**src/rtl/series_job_sequencer_pkg.sv**
```systemverilog
// seq_pkg: shared state encoding and default widths
// for the series job sequencer and its queue stages.
package seq_pkg;

  localparam int W_DEF  = 16;
  localparam int RW_DEF = 16;

  typedef enum logic [2:0] {
    S_IDLE     = 3'd0,
    S_START    = 3'd1,
    S_WAITBUSY = 3'd2,
    S_WAITDONE = 3'd3,
    S_CAPTURE  = 3'd4
  } state_t;

endpackage

```
**src/rtl/series_job_sequencer_sync_fifo.sv**
```systemverilog
// sync_fifo: single-clock FIFO with wrap-bit pointers,
// first-word-fall-through read port.
module sync_fifo #(
  parameter int W     = 16,
  parameter int DEPTH = 4
) (
  input  logic         clock,
  input  logic         reset,
  input  logic         push,
  input  logic         pop,
  input  logic [W-1:0] din,
  output logic [W-1:0] dout,
  output logic         full,
  output logic         empty
);

  localparam int AW = $clog2(DEPTH);

  logic [W-1:0] mem [DEPTH];
  logic [AW:0]  wptr;
  logic [AW:0]  rptr;
  logic         do_push;
  logic         do_pop;

  assign full    = (wptr[AW] != rptr[AW]) &&
                   (wptr[AW-1:0] == rptr[AW-1:0]);
  assign empty   = (wptr == rptr);
  assign do_push = push && !full;
  assign do_pop  = pop && !empty;
  assign dout    = mem[rptr[AW-1:0]];

  // pointer update; extra MSB tells full from empty
  always_ff @(posedge clock or posedge reset) begin
    if (reset) begin
      wptr <= '0;
      rptr <= '0;
    end else begin
      if (do_push) wptr <= wptr + 1'b1;
      if (do_pop)  rptr <= rptr + 1'b1;
    end
  end

  // storage write, no reset needed on the array
  always_ff @(posedge clock) begin
    if (do_push) mem[wptr[AW-1:0]] <= din;
  end

endmodule

```
**src/rtl/series_job_sequencer.sv**
```systemverilog
// series_job_sequencer: feeds operands to the series engine,
// collects results, and flags a hung engine.
module series_job_sequencer
  import seq_pkg::*;
#(
  parameter int W     = W_DEF,
  parameter int RW    = RW_DEF,
  parameter int DEPTH = 4,
  parameter int TMO   = 1024
) (
  input  logic          clock,
  input  logic          reset,
  input  logic          in_valid,
  input  logic [W-1:0]  in_data,
  output logic          in_ready,
  output logic          eng_start,
  output logic [W-1:0]  eng_x,
  input  logic          eng_ready,
  input  logic [RW-1:0] eng_r,
  output logic          out_valid,
  output logic [RW-1:0] out_data,
  input  logic          out_ready,
  output logic          timeout,
  output logic          busy
);

  localparam int CW = $clog2(TMO + 1);

  state_t         state;
  state_t         state_n;
  logic           fifo_full;
  logic           fifo_empty;
  logic [W-1:0]   fifo_dout;
  logic           pop;
  logic           cap;
  logic           wd_clr;
  logic           wd_inc;
  logic           wd_hit;
  logic           tmo_fire;
  logic [CW-1:0]  wd;

  assign in_ready = !fifo_full;
  assign wd_hit   = (wd == CW'(TMO - 1));
  assign busy     = (state != S_IDLE) || !fifo_empty;

  sync_fifo #(
    .W     (W),
    .DEPTH (DEPTH)
  ) u_fifo (
    .clock (clock),
    .reset (reset),
    .push  (in_valid && in_ready),
    .pop   (pop),
    .din   (in_data),
    .dout  (fifo_dout),
    .full  (fifo_full),
    .empty (fifo_empty)
  );

  // state register
  always_ff @(posedge clock or posedge reset) begin
    if (reset) state <= S_IDLE;
    else       state <= state_n;
  end

  // next state and per-state strobes
  always_comb begin
    state_n   = state;
    pop       = 1'b0;
    cap       = 1'b0;
    wd_clr    = 1'b0;
    wd_inc    = 1'b0;
    tmo_fire  = 1'b0;
    eng_start = 1'b0;
    unique case (state)
      S_IDLE: begin
        if (!fifo_empty && eng_ready && !out_valid) begin
          state_n = S_START;
          pop     = 1'b1;
          wd_clr  = 1'b1;
        end
      end
      S_START: begin
        eng_start = 1'b1;
        state_n   = S_WAITBUSY;
      end
      S_WAITBUSY: begin
        if (wd_hit) begin
          tmo_fire = 1'b1;
          state_n  = S_IDLE;
        end else begin
          wd_inc = 1'b1;
          if (!eng_ready) state_n = S_WAITDONE;
        end
      end
      S_WAITDONE: begin
        if (wd_hit) begin
          tmo_fire = 1'b1;
          state_n  = S_IDLE;
        end else begin
          wd_inc = 1'b1;
          if (eng_ready) state_n = S_CAPTURE;
        end
      end
      S_CAPTURE: begin
        cap     = 1'b1;
        state_n = S_IDLE;
      end
      default: state_n = S_IDLE;
    endcase
  end

  // operand latch, watchdog, result slot and sticky timeout
  always_ff @(posedge clock or posedge reset) begin
    if (reset) begin
      eng_x     <= '0;
      wd        <= '0;
      timeout   <= 1'b0;
      out_valid <= 1'b0;
      out_data  <= '0;
    end else begin
      if (pop) eng_x <= fifo_dout;
      if (wd_clr)      wd <= '0;
      else if (wd_inc) wd <= wd + 1'b1;
      if (tmo_fire) timeout <= 1'b1;
      if (cap) begin
        out_data  <= eng_r;
        out_valid <= 1'b1;
      end else if (out_valid && out_ready) begin
        out_valid <= 1'b0;
      end
    end
  end

endmodule

```
**config.mk**
```make
export PLATFORM = sky130hd
export DESIGN_NAME = series_job_sequencer
export DESIGN_NICKNAME = d
export VERILOG_FILES = /design/src/rtl/series_job_sequencer_pkg.sv /design/src/rtl/series_job_sequencer_sync_fifo.sv /design/src/rtl/series_job_sequencer.sv
export SDC_FILE = /design/constraint.sdc
export NUM_CORES = 1
export LEC_CHECK = 0
export CAP_MARGIN = 15
export CORE_ASPECT_RATIO = 2
export CORE_MARGIN = 5
export CORE_UTILIZATION = 53
export DETAILED_ROUTE_END_ITERATION = 7
export GPL_ROUTABILITY_DRIVEN = 0
export PLACE_DENSITY = 0.79
export SETUP_SLACK_MARGIN = 0.4
export SLEW_MARGIN = 30
export SYNTH_ARGS = -nofsm -noshare
export SYNTH_HDL_FRONTEND = slang
export SYNTH_SLANG_ARGS = --single-unit
```
**constraint.sdc**
```tcl
create_clock -name clock -period 5.8 [get_ports clock]
set_input_delay 1.16 -clock clock [delete_from_list [all_inputs] [get_ports clock]]
set_output_delay 1.16 -clock clock [all_outputs]
set_load 0.01 [all_outputs]
```
==> impl_metrics.py <==
metrics = {
    "run_status": {
        "status": "finished, final reports clean",
    },
    "setup_path": {
        "critical_path.top_delay_family": "flip-flops",
        "crit_type": "reg2out",
        "critPathLaunchType": "flop",
        "crit_buf_inv": 1,
        "crit_path_max_incr_delay_ps": 920,
        "cp_data_required_time_ps": 4640,
        "crit_slowest_cell": "dfrtp_1",
        "crit_arrival_ps": 2500,
        "path_max_fanout": 19,
        "crit_chain": "xnor2_2, nand2_1, or3_1, clkdlybuf4s50_1",
        "endpoint_kind": "output port",
    },
    "synthesis": {
        "synth_edf_count": 64,
        "yosysTopAreaCell": "edfxtp_1",
        "syn_area_mm2": 0.00475,
        "syn_area_per_cell_um2": 15.8,
        "yosysWarnings": 0,
        "synth_top_flop_cell": "edfxtp_1",
        "synth.top_cells.by_area": "edfxtp_1, dfrtp_1, mux4_2",
        "synth.top_cell.area_share_pct": 40.5,
        "synth_cell_type_count": 46,
        "seq_area_frac_synth_pct": 68.9,
        "async_flop_share_pct": 45.8,
        "ys_seq_elements": 118,
        "synth_nets": 344,
        "synth_cells": 301,
    },
    "layout": {
        "drive_gt1_share_pct": 16.1,
        "final_nets": 428,
        "n_fill_cell": 570,
        "fin_util_pct": 69.4,
        "syn_to_final_growth_pct": 29.9,
        "antennaDiodeCount": 0,
    },
    "die": {
        "start_util_pct": 53.4,
        "die_height_um": 144,
        "dieArea_mm2": 0.0111,
        "die_x_um": 76.9,
        "core_mm2": 0.00889,
        "io_pins": 74,
        "placementRows": 49,
    },
    "clock_tree": {
        "cts_root_buffer": "clkbuf_16",
        "post_cts_buffers": 0,
        "cts.sinks": 118,
        "cts_hold_buffers": 0,
        "cts_tree": "done",
        "cts_resized": 0,
        "cts_max_level": 4,
        "worstSkewPairLatency_ps": 390,
        "numCtsBuffers": 17,
        "clkTransAtPathRegs_ps": 50,
        "clockBufferDepth": 2,
    },
    "power_and_ir_drop": {
        "worst_ir_drop_vdd_mv": 0.342,
        "powerDensity_mw_per_mm2": 544,
        "power_leakage_nw": 2.45,
    },
    "route": {
        "firstDrtPassIters": 4,
        "wl_mm": 9.14,
        "num_vias": 2763,
        "ant_nets": 0,
        "drt_iter0_markers": 156,
        "drc": 0,
        "avgViaCountPerCell": 5.53,
        "wl_per_cell_um": 18.3,
    },
    "timing": {
        "setup_viol": 0,
        "fin_crit_sh_pct": 63.1,
        "finClkSkew_ps": 6.99,
        "worst_slew_pin_slew_ps": 911,
        "setup_tns_ps": 0,
        "layout_min_cycle_time_ps": 3660,
        "slew_headroom_pct": 39.3,
        "report.final.slew_viol_count": 0,
        "grt_setup_unrepaired": "false",
        "fmax_mhz": 273,
        "hold_viol_final": 0,
    },
    "job": {
        "cap_viol_max_count": 0,
    },
    "placement": {
        "numPortBuffers": 73,
        "dp_hpwl_mm": 6.04,
    },
    "grt": {
        "overflow": 0,
        "grt_max_degree": 55,
        "grt_pass1_vias": 3059,
        "grt_pass1_wl_mm": 15.2,
        "grt_util_all_layers_pct": 18.1,
        "grt_antenna_before_repair": 0,
    },
    "worst_hold_path": {
        "hp-class": "reg2reg",
    },
}
==> layout make-up <==
type                    count  area, um^2  area share [%]
repair buffers             76         757            12.3
well taps                 102         128            2.07
inverters                   7        28.8           0.466
multi-input cells         165        1380            22.4
clock inverters             1        30.0           0.487
flip-flops and latches    118        3270            53.1
clock buffers              31         571            9.25
==> flip-flops by register name (all words and copies together), names as in the netlist <==
| name | flops |
|---|---|
| out_valid | 1 |
| wd | 11 |
| u_fifo.mem | 64 |
| u_fifo.wptr | 3 |
| out_data | 16 |
| eng_x | 16 |
| state | 3 |
| u_fifo.rptr | 3 |
| timeout | 1 |
==> metrics by stage <==
stage	worst slack (ps)	cells	instance area [um^2]	total power, mW	hold slack, ps
3_5_place_dp	2560	467	5560	2.35	454
2_1_floorplan	3330	301	4750	1.93	468
6_report	2140	500	6170	3.36	459
4_1_cts	2110	499	6160	3.39	464
3_3_place_gp	2540	466	5550	2.30	446
5_1_grt	2010	500	6170	3.54	482
==> worst paths after layout <==
kind                           startpoint                end  slack (ps)  depth (start not counted)
setup / recovery           u_fifo.rptr[1]               busy        2140                          4
hold / removal                    timeout            timeout         460                          1
setup reg to reg           u_fifo.rptr[1]  u_fifo.mem[3][10]        3060                          3
hold reg to reg                   timeout            timeout         460                          1
max in group asynchronous           reset           eng_x[9]        4110                          2
min in group asynchronous           reset           state[0]        1250                          2
==> layer usage <==
| layer | wire length, um | global-route usage, % |
|---|---|---|
| met5 | 0 | 0 |
| met2 | 5460 | 34.3 |
| met1 | 3160 | 18.3 |
| met3 | 401 | 4.71 |
| met4 | 121 | 7.65 |
==> layout by cell type (no fill, tap or decap), types with 7 or more instances in the layout <==
cell type,netlist,routed
clkbuf_1,1,7
clkbuf_16,0,19
clkdlybuf4s50_1,0,73
dfrtp_1,54,54
edfxtp_1,64,64
mux2_1,7,7
mux2_2,9,9
mux4_2,16,16
nand2_1,57,57
nand3_1,7,7
==> cells in the mapped netlist (2+ instances only) <==
cell type / count
nand2b_1: 2
a21o_1: 2
mux2_1: 7
xnor2_1: 5
and3_1: 3
buf_4: 3
nand2_1: 57
ha_1: 6
o211ai_1: 3
nand3_1: 7
a21oi_1: 2
and2_1: 5
xnor2_2: 2
o21ai_1: 3
xor2_1: 3
inv_1: 7
o31ai_1: 4
or3_1: 3
edfxtp_1: 64
dfrtp_1: 54
buf_2: 6
o21a_1: 2
mux2_2: 9
mux4_2: 16
nor2_1: 5
==> kinds of logic (layout without fill, tap and decap cells) <==
group | Yosys count | after routing | share of synthesized area, %
flip-flops | 118 | 118 | 68.9
AND/OR/NAND/NOR | 91 | 91 | 8.93
multiplexers | 33 | 33 | 11.6
AO/OA/AOI/OAI | 25 | 25 | 4.82
buffers and inverters | 18 | 115 | 1.98
XOR/XNOR | 10 | 10 | 2.16
adder cells (fa/ha/maj) | 6 | 6 | 1.58
==> power breakdown <==
| group | internal, mW | switching, mW |
|---|---|---|
| clock network | 0.698 | 0.323 |
| logic | 0.520 | 0.494 |
| registers | 1.16 | 0.159 |
Power figures use the tool's default switching activity.
